File: src/rtl/dionysus_sdram_arbiter.sv
// dionysus_sdram_arbiter
// Shares the SDRAM command/address bus between the write path, the read path
// and periodic auto-refresh once initialisation has finished. Reader and
// writer are served round-robin; refresh asks the current owner to yield.
// Optional build macro: SDRAM_ARB_STATS_EN adds refresh statistics outputs.
module dionysus_sdram_arbiter #(
  parameter logic [15:0] AR_TIMEOUT = 16'd1500,
  parameter logic [7:0]  T_RFC      = 8'd7,
  parameter logic [15:0] MAX_GRANT  = 16'd256
) (
  input  logic        clk,
  input  logic        rst,
  input  logic        init_done,
  input  logic        wr_req,
  input  logic        wr_release,
  output logic        wr_grant,
  input  logic [2:0]  wr_command,
  input  logic [11:0] wr_address,
  input  logic [1:0]  wr_bank,
  input  logic        rd_req,
  input  logic        rd_release,
  output logic        rd_grant,
  input  logic [2:0]  rd_command,
  input  logic [11:0] rd_address,
  input  logic [1:0]  rd_bank,
  output logic        yield,
  output logic [2:0]  command,
  output logic [11:0] address,
  output logic [1:0]  bank,
  output logic        data_oe,
  output logic        busy
`ifdef SDRAM_ARB_STATS_EN
  ,
  output logic [15:0] refresh_total,
  output logic [15:0] refresh_latency_max
`endif
);

  localparam logic [2:0] ST_INIT      = 3'd0;
  localparam logic [2:0] ST_IDLE      = 3'd1;
  localparam logic [2:0] ST_WR        = 3'd2;
  localparam logic [2:0] ST_RD        = 3'd3;
  localparam logic [2:0] ST_REF_ISSUE = 3'd4;
  localparam logic [2:0] ST_REF_WAIT  = 3'd5;

  localparam logic [2:0] CMD_NOP = 3'b111;
  localparam logic [2:0] CMD_AR  = 3'b001;

  logic [2:0]  state_r;
  logic [2:0]  state_next_s;
  logic        last_owner_r;   // 1 = write path owned last, 0 = read path
  logic [15:0] timer_r;
  logic        pending_r;
  logic [7:0]  rfc_cnt_r;
  logic [15:0] grant_cnt_r;    // owned cycles so far, including the current one
  logic        owned_s;
  logic        other_req_s;

  assign owned_s = (state_r == ST_WR) || (state_r == ST_RD);

  // Next-state selection; refresh beats requests, ties go to the side not served last
  always_comb begin
    state_next_s = state_r;
    if (!init_done) begin
      state_next_s = ST_INIT;
    end else begin
      case (state_r)
        ST_INIT: state_next_s = ST_IDLE;
        ST_IDLE: begin
          if (pending_r) begin
            state_next_s = ST_REF_ISSUE;
          end else if (wr_req && (!rd_req || !last_owner_r)) begin
            state_next_s = ST_WR;
          end else if (rd_req) begin
            state_next_s = ST_RD;
          end else begin
            state_next_s = ST_IDLE;
          end
        end
        ST_WR: begin
          if (wr_release) begin
            state_next_s = ST_IDLE;
          end else begin
            state_next_s = ST_WR;
          end
        end
        ST_RD: begin
          if (rd_release) begin
            state_next_s = ST_IDLE;
          end else begin
            state_next_s = ST_RD;
          end
        end
        ST_REF_ISSUE: state_next_s = ST_REF_WAIT;
        ST_REF_WAIT: begin
          if (rfc_cnt_r == 8'd0) begin
            state_next_s = ST_IDLE;
          end else begin
            state_next_s = ST_REF_WAIT;
          end
        end
        default: state_next_s = ST_INIT;
      endcase
    end
  end

  // State register
  always_ff @(posedge clk or negedge rst) begin
    if (!rst) begin
      state_r <= ST_INIT;
    end else begin
      state_r <= state_next_s;
    end
  end

  // Remember who released last so the other side wins the next tie
  always_ff @(posedge clk or negedge rst) begin
    if (!rst) begin
      last_owner_r <= 1'b0;
    end else if ((state_r == ST_WR) && (state_next_s == ST_IDLE)) begin
      last_owner_r <= 1'b1;
    end else if ((state_r == ST_RD) && (state_next_s == ST_IDLE)) begin
      last_owner_r <= 1'b0;
    end else begin
      last_owner_r <= last_owner_r;
    end
  end

  // tRFC countdown, loaded while the AR command is on the bus
  always_ff @(posedge clk or negedge rst) begin
    if (!rst) begin
      rfc_cnt_r <= 8'd0;
    end else if (state_r == ST_REF_ISSUE) begin
      rfc_cnt_r <= T_RFC - 8'd1;
    end else if ((state_r == ST_REF_WAIT) && (rfc_cnt_r != 8'd0)) begin
      rfc_cnt_r <= rfc_cnt_r - 8'd1;
    end else begin
      rfc_cnt_r <= rfc_cnt_r;
    end
  end

  // Refresh timer and sticky pending flag; frozen in INIT and during refresh
  always_ff @(posedge clk or negedge rst) begin
    if (!rst) begin
      timer_r   <= AR_TIMEOUT;
      pending_r <= 1'b0;
    end else if (!init_done) begin
      timer_r   <= AR_TIMEOUT;
      pending_r <= 1'b0;
    end else if ((state_r == ST_REF_WAIT) && (rfc_cnt_r == 8'd0)) begin
      timer_r   <= AR_TIMEOUT;
      pending_r <= 1'b0;
    end else if ((state_r == ST_IDLE) || owned_s) begin
      // Pending rises together with the timer reaching zero
      if (timer_r <= 16'd1) begin
        pending_r <= 1'b1;
      end else begin
        pending_r <= pending_r;
      end
      if (timer_r != 16'd0) begin
        timer_r <= timer_r - 16'd1;
      end else begin
        timer_r <= timer_r;
      end
    end else begin
      timer_r   <= timer_r;
      pending_r <= pending_r;
    end
  end

  // Owned-cycle counter; primed in IDLE so the first owned cycle counts as one
  always_ff @(posedge clk or negedge rst) begin
    if (!rst) begin
      grant_cnt_r <= 16'd0;
    end else if (state_r == ST_IDLE) begin
      grant_cnt_r <= 16'd1;
    end else if (owned_s) begin
      if (grant_cnt_r != MAX_GRANT) begin
        grant_cnt_r <= grant_cnt_r + 16'd1;
      end else begin
        grant_cnt_r <= grant_cnt_r;
      end
    end else begin
      grant_cnt_r <= 16'd0;
    end
  end

  assign wr_grant = (state_r == ST_WR);
  assign rd_grant = (state_r == ST_RD);
  assign data_oe  = wr_grant;
  assign busy     = (state_r != ST_IDLE) && (state_r != ST_INIT);

  // Yield request towards the current owner only
  always_comb begin
    other_req_s = 1'b0;
    yield       = 1'b0;
    if (state_r == ST_WR) begin
      other_req_s = rd_req;
    end else begin
      other_req_s = wr_req;
    end
    if (owned_s) begin
      yield = pending_r || ((grant_cnt_r == MAX_GRANT) && other_req_s);
    end else begin
      yield = 1'b0;
    end
  end

  // Pad command mux: zero-latency pass-through of the owner, AR or NOP otherwise
  always_comb begin
    command = CMD_NOP;
    address = 12'd0;
    bank    = 2'd0;
    case (state_r)
      ST_WR: begin
        command = wr_command;
        address = wr_address;
        bank    = wr_bank;
      end
      ST_RD: begin
        command = rd_command;
        address = rd_address;
        bank    = rd_bank;
      end
      ST_REF_ISSUE: begin
        command = CMD_AR;
        address = 12'd0;
        bank    = 2'd0;
      end
      default: begin
        command = CMD_NOP;
        address = 12'd0;
        bank    = 2'd0;
      end
    endcase
  end

`ifdef SDRAM_ARB_STATS_EN
  logic [15:0] total_r;
  logic [15:0] lat_r;
  logic [15:0] lat_max_r;

  // Refresh statistics: AR count and worst pending-to-issue latency
  always_ff @(posedge clk or negedge rst) begin
    if (!rst) begin
      total_r   <= 16'd0;
      lat_r     <= 16'd0;
      lat_max_r <= 16'd0;
    end else if (!init_done) begin
      total_r   <= 16'd0;
      lat_r     <= 16'd0;
      lat_max_r <= 16'd0;
    end else begin
      if (!pending_r) begin
        lat_r <= 16'd0;
      end else if ((state_r != ST_REF_ISSUE) && (state_r != ST_REF_WAIT) &&
                   (lat_r != 16'hFFFF)) begin
        lat_r <= lat_r + 16'd1;
      end else begin
        lat_r <= lat_r;
      end
      if (state_r == ST_REF_ISSUE) begin
        if (total_r != 16'hFFFF) begin
          total_r <= total_r + 16'd1;
        end else begin
          total_r <= total_r;
        end
        if (lat_r > lat_max_r) begin
          lat_max_r <= lat_r;
        end else begin
          lat_max_r <= lat_max_r;
        end
      end else begin
        total_r   <= total_r;
        lat_max_r <= lat_max_r;
      end
    end
  end

  assign refresh_total       = total_r;
  assign refresh_latency_max = lat_max_r;
`endif

endmodule
File: config.mk
export PLATFORM = sky130hd
export DESIGN_NAME = dionysus_sdram_arbiter
export DESIGN_NICKNAME = d
export VERILOG_FILES = /design/src/rtl/dionysus_sdram_arbiter.sv
export SDC_FILE = /design/constraint.sdc
export NUM_CORES = 1
export LEC_CHECK = 0
export ABC_CLOCK_PERIOD_IN_PS = 4100
export BUFFER_PORTS_ARGS = -buffer_cell sky130_fd_sc_hd__buf_2
export CORE_MARGIN = 8
export CORE_UTILIZATION = 58
export CTS_CLUSTER_DIAMETER = 150
export DETAILED_ROUTE_END_ITERATION = 12
export GPL_TIMING_DRIVEN = 1
export PLACE_DENSITY = 0.84
export SYNTH_ARGS = -nofsm -noshare
export SYNTH_HDL_FRONTEND = slang
export SYNTH_SLANG_ARGS = --single-unit
File: constraint.sdc
create_clock -name clk -period 4.1 [get_ports clk]
set_input_delay 1.025 -clock clk [delete_from_list [all_inputs] [get_ports clk]]
set_output_delay 1.025 -clock clk [all_outputs]
set_load 0.005 [all_outputs]
# [Word-level counts from Yosys, hierarchy flattened]
# Cells that the tools add are included.
[totals] reg_bits=45 input_bits=41 output_inout_bits=22 elab_cells=73
[op_classes] n_addsub=3 order_cmp=1 eq_ne=13 muxes=28 n_reduce_logical=22
[ops] cell="16-bit two-way mux" count=7
[ops] cell="12-bit case mux with 2 select lines" count=1
[ops] cell="3-bit case mux with 6 select lines" count=1
[ops] cell="16-bit by 1-bit adder with 16-bit output, second input constant" count=1
[ops] cell="16-bit by 9-bit == test with 1-bit output, second input constant" count=1
[ops] cell="16-bit by 1-bit less-or-equal comparator with 1-bit output, second input constant" count=1
[ops] cell="8-bit two-way mux" count=2
[ops] cell="16-bit by 9-bit inequality test with 1-bit output, second input constant" count=1
[ops] cell="16-bit nonzero test" count=1
[ops] cell="16-bit by 1-bit subtractor with 16-bit output, second input constant" count=1
[ops] cell="3-bit by 1-bit inequality test with 1-bit output, second input constant" count=5
[ops] cell="3-bit two-way mux" count=3
[ops] cell="3-bit case mux with 3 select lines" count=1
[ops] cell="8-bit zero test" count=1
[ops] cell="1-bit two-way mux" count=8
[ops] cell="2-bit two-way mux" count=4
[ops] cell="8-bit nonzero test" count=1
[ops] cell="8-bit by 1-bit subtractor with 8-bit output, second input constant" count=1
[ops] cell="1-bit logical AND" count=7
[ops] cell="3-bit by 1-bit == test with 1-bit output, second input constant" count=2
[ops] cell="3-bit by 2-bit == test with 1-bit output, second input constant" count=2
[ops] cell="3-bit == test, second input constant" count=2
[ops] cell="1-bit logical OR" count=4
[ops] cell="2-bit case mux with 2 select lines" count=1
[ops] cell="other kinds (5)" count=8

# [Depth between registers and ports, before layout]
# Gate-level depths: netlist (run 1).
[depth] word_depth=11 mapped_depth=6

# [Least setup slack after synthesis (run 1)]
# No wires, ideal clock.
[synth_path] path_type="register -> output" start="register state_r[2]" end="output port wr_grant" arrival_time_ns=1.386 stages_incl_launch_ff=6 t_required_ns=3.075 setup_slack_ns=1.689 cell_sequence="dfrtp_1 clkbuf_1 nand2b_1 clkbuf_1 nor2_1 buf_4"
[synth_between] elab_chain_len=1
[synth_rtl] item="start, declared" line="49" text="logic [2:0] state_r;"
[synth_rtl] item="start signal, assigned" line="112" text="state_r <= state_next_s;"
[synth_rtl] item="3-bit by 2-bit == test with 1-bit output" line="188" text="assign wr_grant = (state_r == ST_WR);"
[synth_rtl] item="end, declared" line="16" text="output logic wr_grant,"
# Every way passes these cells.

# [Worst setup path after layout (run 1)]
[layout_path] start="register state_r[0]" end="output port command[1]"
[layout_between] elab_chain_len=2 elab_cells_between_ends=4 cone_classes="eq/ne (3); mux (1)"
[layout_rtl] item="3-bit == test / 3-bit by 2-bit == test with 1-bit output (equally long branches)" line="214" text="case (state_r)"
[layout_rtl] item="3-bit case mux with 3 select lines (*)" line="214"
[layout_rtl] item="end, declared" line="27" text="output logic [2:0] command,"
# Every way passes the cells marked *; elsewhere a longest branch is shown, timed or not.

==> results of run 1 <==
==> report_power, final <==
part	total (mW)	switching (mW)	internal, mW
clock	0.273	0.155	0.118
combinational	0.155	0.0852	0.0701
sequential	0.481	0.0227	0.459
==> synthesized netlist by cell type, types with 2 or more instances <==
library cell | count | area, µm²
or4_1 | 9 | 67.56
or2_2 | 5 | 31.28
a21oi_1 | 21 | 105.1
nand2b_1 | 4 | 25.02
ha_1 | 7 | 87.58
nor2_1 | 39 | 146.4
nand4_1 | 8 | 50.05
buf_4 | 2 | 15.01
nor4_1 | 6 | 37.54
and4_1 | 3 | 26.28
xor2_1 | 9 | 78.83
nor4b_1 | 3 | 26.28
nand3b_1 | 4 | 30.03
o21ai_0 | 12 | 60.06
nor3b_1 | 3 | 22.52
o21a_1 | 2 | 15.01
xnor2_1 | 3 | 26.28
dfstp_2 | 7 | 183.9
o31ai_1 | 10 | 75.07
clkbuf_1 | 10 | 37.54
and2_1 | 3 | 18.77
nand2_1 | 17 | 63.81
nand3_1 | 15 | 75.07
dfrtp_1 | 38 | 950.9
or3_1 | 11 | 68.82
buf_2 | 2 | 10.01
a211o_1 | 2 | 17.52
inv_1 | 10 | 37.54
mux2i_1 | 22 | 220.2
and3_1 | 2 | 12.51
nor3_1 | 8 | 40.04
a31oi_1 | 2 | 12.51
==> state kept, by name, summed over array words and instances, names as in the netlist <==
signal        cells
grant_cnt_r      16
timer_r          16
rfc_cnt_r         8
state_r           3
last_owner_r      1
pending_r         1
==> worst paths after layout <==
| path | cells after the start | from | end |
|---|---|---|---|
| min in group asynchronous | 1 | rst | rfc_cnt_r[7] |
| min | 2 | timer_r[8] | timer_r[8] |
| max | 4 | state_r[0] | command[1] |
| min reg2reg | 2 | timer_r[8] | timer_r[8] |
| max reg2reg | 4 | state_r[0] | timer_r[11] |
| max in group asynchronous | 1 | rst | grant_cnt_r[1] |
==> worst min-delay path: stages (launching register included) <==
cell,delay [ps]
dfstp_2,400
o31ai_1,60
nand3_1,70
==> final cells by class <==
class	instances	area share, %
multi-input cells	251	49.98
clock buffers	6	2.181
clock inverters	2	0.3009
inverters	10	1.128
repair buffers	64	9.778
well taps	67	2.520
flip-flops and latches	45	34.11
==> kinds of logic (layout without fill, tap and decap cells) <==
group                    after synthesis  after routing  share of synthesized area [%]
AND/OR/NAND/NOR                      152            152                          30.06
AO/OA/AOI/OAI                         58             58                          13.02
flip-flops                            45             45                          39.11
buffers and inverters                 25             82                          3.579
multiplexers                          22             22                          7.589
XOR/XNOR                              12             12                          3.623
adder cells (fa/ha/maj)                7              7                          3.018
==> metrics by stage <==
step	setup slack [ps]	hold WS (ps)	utilization, %	total power, mW	instance area, µm²
floorplan	1689	493.8	-	0.5852	2902
global placement	1445	512.4	67.79	0.6410	3244
detailed placement	1444	522.5	67.79	0.6465	3244
CTS	1130	535.3	69.52	0.9158	3327
global route	929.9	565.3	69.52	0.9548	3327
finish	1126	534.5	69.52	0.9100	3327
==> per-layer routing <==
metal / GRT usage [%] / routed length, µm / vias up
met3: 5.482 / 409 / 9
met1: 23.92 / 3078 / 1202
met5: 0 / 0 / -
met4: 6.103 / 82 / 0
met2: 30.56 / 3097 / 78
li1: - / - / 1286
==> flow_summary.toml, run 1 <==
[worst_setup_path]
critPathBufInv = 1
cp_data_required_time_ps = 3070
critPathSlowestCell = "dfrtp_1"
cpLargestDelayFamily = "flip-flops"
crit_path_max_fanout = 23
cpPeakStageDelay_ps = 880
cp-end-kind = "output port"
cp_cell_sequence = "nor2_1, and2_1, a21oi_1, buf_2"
rrSetupSlack_ps = 1820
critPathLaunchType = "register"
path_class = "register to output port"
crit_arrival_ps = 1950

[floorplanning]
placementRows = 25
die_h_um = 86.73
start_util_pct = 60.63
core_um2 = 4786
io-pin-count = 63
dieArea_um2 = 7522
die_w_um = 86.73

[yosys]
syn_area_um2 = 2902
async_reset_ff_share_pct = 100.0
synth-seq-cells = 45
syn_avg_cell_area_um2 = 9.039
yosysWarnings = 0
ys.flop_type = "dfrtp_1"
synth_nets = 369
synthCells = 321
seq_area_frac_synth_pct = 39.11
synth_cell_types = 54
synth_edf_count = 0

[detailed_routing]
drtAntennaViolNets = 0
drt_iter0_drc = 113
avgViaCountPerCell = 5.787
num_vias = 2575
wl_per_cell_um = 14.98
routed_wl_um = 6668
firstDrtPassIters = 4
post-route-drc-count = 0

[clock_tree]
htreeDepth = 2
cts_hold_buf = 0
clockBufferDepth = 2
cts_tree = "yes"
insertion_delay_ps = 310
cts_setup_buffers = 0
clock_sinks = 45
clkTransAtPathRegs_ps = 90
cts_resized = 0
cts_buffers = 5
root_buffer = "clkbuf_8"

[cells_and_area]
final_cell_mix = "buf_2, nor2_1, dfrtp_1, mux2i_1, a21oi_1"
drive_above_1_share_pct = 24.34
final_nets = 425
seqCellArea_um2 = 1135
final_common_cell = "buf_2"
multi_input_area_um2 = 1663
fillers = 374
num_antenna_cells = 0
stdcell_count = 445
areaGrowthSynthToFinish_pct = 14.66

[sta]
fin_crit_ps = 2974
worst_pin_slew_ps = 988.1
slew_headroom_pct = 34.12
setup_viol = 0
fin_crit_sh_pct = 72.54
rsz0062_at_grt = "no"
tns_ps = 0
final_max_slew_viol_count = 0
fmax_mhz = 336.2
hold_viol_final = 0
clock_skew_ps = 8.919

[global_routing]
grt_pass1_wl_um = 11690
antenna_found_initial = 0
gr-total-overflow = 0
grt_pass1_vias = 2617
grt_util_all_layers_pct = 19.04
grt_start_max_net_pins = 46

[placement]
finalWeightedCongestion = 0.8373
dp_hpwl_um = 4989
dpl.cell_count = 437
port-buffer-count = 62

[pwr]
leakage_nw = 1.438
powerDensity_nw_per_um2 = 273.5
ir_drop_uv = 164.1

[run_status]
status = "finished clean"

[run]
maxCapViolations = 0

[min_path]
hold_class = "register to register"
No activity file was read; power rests on OpenSTA's default activity.
==> run 2, diff against run 1 <==
ABC_CLOCK_PERIOD_IN_PS = 2600   (was 4100)
CORE_UTILIZATION = 49   (was 58)
PLACE_DENSITY = 0.76   (was 0.84)
clock period = 2.6 ns   (was 4.1 ns; I/O delays follow)
==> flow_summary.toml, run 2 (same netlist as run 1, synthesis figures left out) <==
[run_status]
status = "finished clean"

[cells_and_area]
drive_above_1_share_pct = 25.00
top_regs = "grant_cnt_r (16), timer_r (16), rfc_cnt_r (8)"
final_common_cell = "buf_2"
stdcell_area_um2 = 3371
final_cell_mix = "buf_2, nor2_1, dfrtp_1, mux2i_1, a21oi_1"
areaGrowthSynthToFinish_pct = 16.17
final_nets = 427
num_antenna_cells = 0

[global_routing]
grt_pass1_wl_um = 11290
gr-total-overflow = 0
grt_util_all_layers_pct = 15.63
grt_start_max_net_pins = 46
grt_pass1_vias = 2556
antenna_found_initial = 0

[clock_tree]
cts_resized = 0
cts_setup_buffers = 0
cts_tree = "yes"
clock_sinks = 45
clockBufferDepth = 2
root_buffer = "clkbuf_8"
htreeDepth = 2
clkTransAtPathRegs_ps = 80
cts_buffers = 5
cts_hold_buf = 0
insertion_delay_ps = 290

[worst_setup_path]
crit_path_max_fanout = 6
critPathCapture = "yield"
path_class = "register to output port"
cp-end-kind = "output port"
r2r_start = "state_r[2]"
crit_start = "grant_cnt_r[0]"
critPathLaunchType = "register"
r2r_cells = 5
cp_cell_sequence = "inv_1, ha_1, nor3b_1, nand4_1, nor2_1, o21a_1, buf_2"
cp_data_required_time_ps = 1950
crit_arrival_ps = 1750
cp.depth = 7
rrSetupSlack_ps = 660
timing.rr.end = "timer_r[11]"
critPathBufInv = 2
cpLargestDelayFamily = "simple AND/OR/NAND/NOR gates"
cpPeakStageDelay_ps = 440
critPathSlowestCell = "dfrtp_1"

[sta]
fmax_mhz = 416.5
fin_crit_ps = 2401
setup_viol = 0
hold_viol_final = 0
fin_crit_sh_pct = 92.35
clock_skew_ps = 8.871
slew_headroom_pct = 59.92
worst_pin_slew_ps = 598.4
rsz0062_at_grt = "no"
tns_ps = 0
final_max_slew_viol_count = 0

[detailed_routing]
avgViaCountPerCell = 5.580
drtAntennaViolNets = 0
routed_wl_um = 6598
num_vias = 2539
wl_per_cell_um = 14.50
firstDrtPassIters = 4
post-route-drc-count = 0
drt_iter0_drc = 78

[floorplanning]
io-pin-count = 63
die_w_um = 92.95
placementRows = 28
die_h_um = 92.95
dieArea_um2 = 8640
start_util_pct = 49.89
core_um2 = 5816

[placement]
dp_hpwl_um = 4951
post_dp_cell_area_um2 = 3269
finalWeightedCongestion = 0.8397
port-buffer-count = 62

[min_path]
hold_class = "input port to async pin"

[run]
maxCapViolations = 0

[pwr]
ir_drop_uv = 229.4
leakage_nw = 1.457
powerDensity_nw_per_um2 = 437.7
[run 2: per-layer routing]
layer | vias to the layer above | track usage [%] | part of all wire (%)
li1 | 1295 | - | -
met1 | 1162 | 19.16 | 46
met2 | 74 | 25.62 | 47
met3 | 8 | 4.531 | 5.8
met4 | 0 | 5.235 | 1.0
met5 | - | 0 | 0
[run 2: worst reg2reg max path, delay by kind of cell (launching register included)]
| kind | cells | cell delay [ps] |
|---|---|---|
| compound gates | 2 | 540 |
| simple gates | 2 | 760 |
| flops | 1 | 390 |
| buf+inv | 1 | 190 |
[run 2: worst min-delay path by stage]
stage,start,cells past startpoint,endpoint,slack [ps]
finish,rst,2,last_owner_r,430
CTS,rst,2,last_owner_r,460
detailed placement,timer_r[8],2,timer_r[8],530
global route,rst,2,grant_cnt_r[13],480
global placement,timer_r[10],2,timer_r[10],510
floorplan,rst,0,grant_cnt_r[0],350
[run 2: per-stage QoR]
| stage | cells | hold WS (ps) | util, % | setup slack, ps | total power [mW] |
|---|---|---|---|---|---|
| after floorplan | 321 | 354.4 | - | 563.8 | 0.9229 |
| after global placement | 447 | 513.1 | 56.22 | 537.2 | 1.009 |
| after detailed placement | 447 | 528.5 | 56.22 | 498.8 | 1.020 |
| after CTS | 455 | 456.5 | 57.96 | 184.5 | 1.501 |
| after global routing | 455 | 479.9 | 57.96 | 37.74 | 1.557 |
| final | 455 | 435.0 | 57.96 | 198.9 | 1.475 |
[run 2: cell type report]
type | count | area, µm²
Clock inverter | 1 | 5.005
Multi-Input combinational cell | 251 | 1663
Timing Repair Buffer | 66 | 340.3
Clock buffer | 7 | 96.34
Sequential cell | 45 | 1135
Inverter | 10 | 37.54
Tap cell | 75 | 93.84
Fill cell | 536 | 2445
[run 2: power breakdown]
group	switching [mW]	internal, mW	leakage (nW)
clock	0.232	0.241	0.0542
sequential	0.0271	0.724	0.588
combinational	0.141	0.111	0.815
total	0.400	1.08	1.46
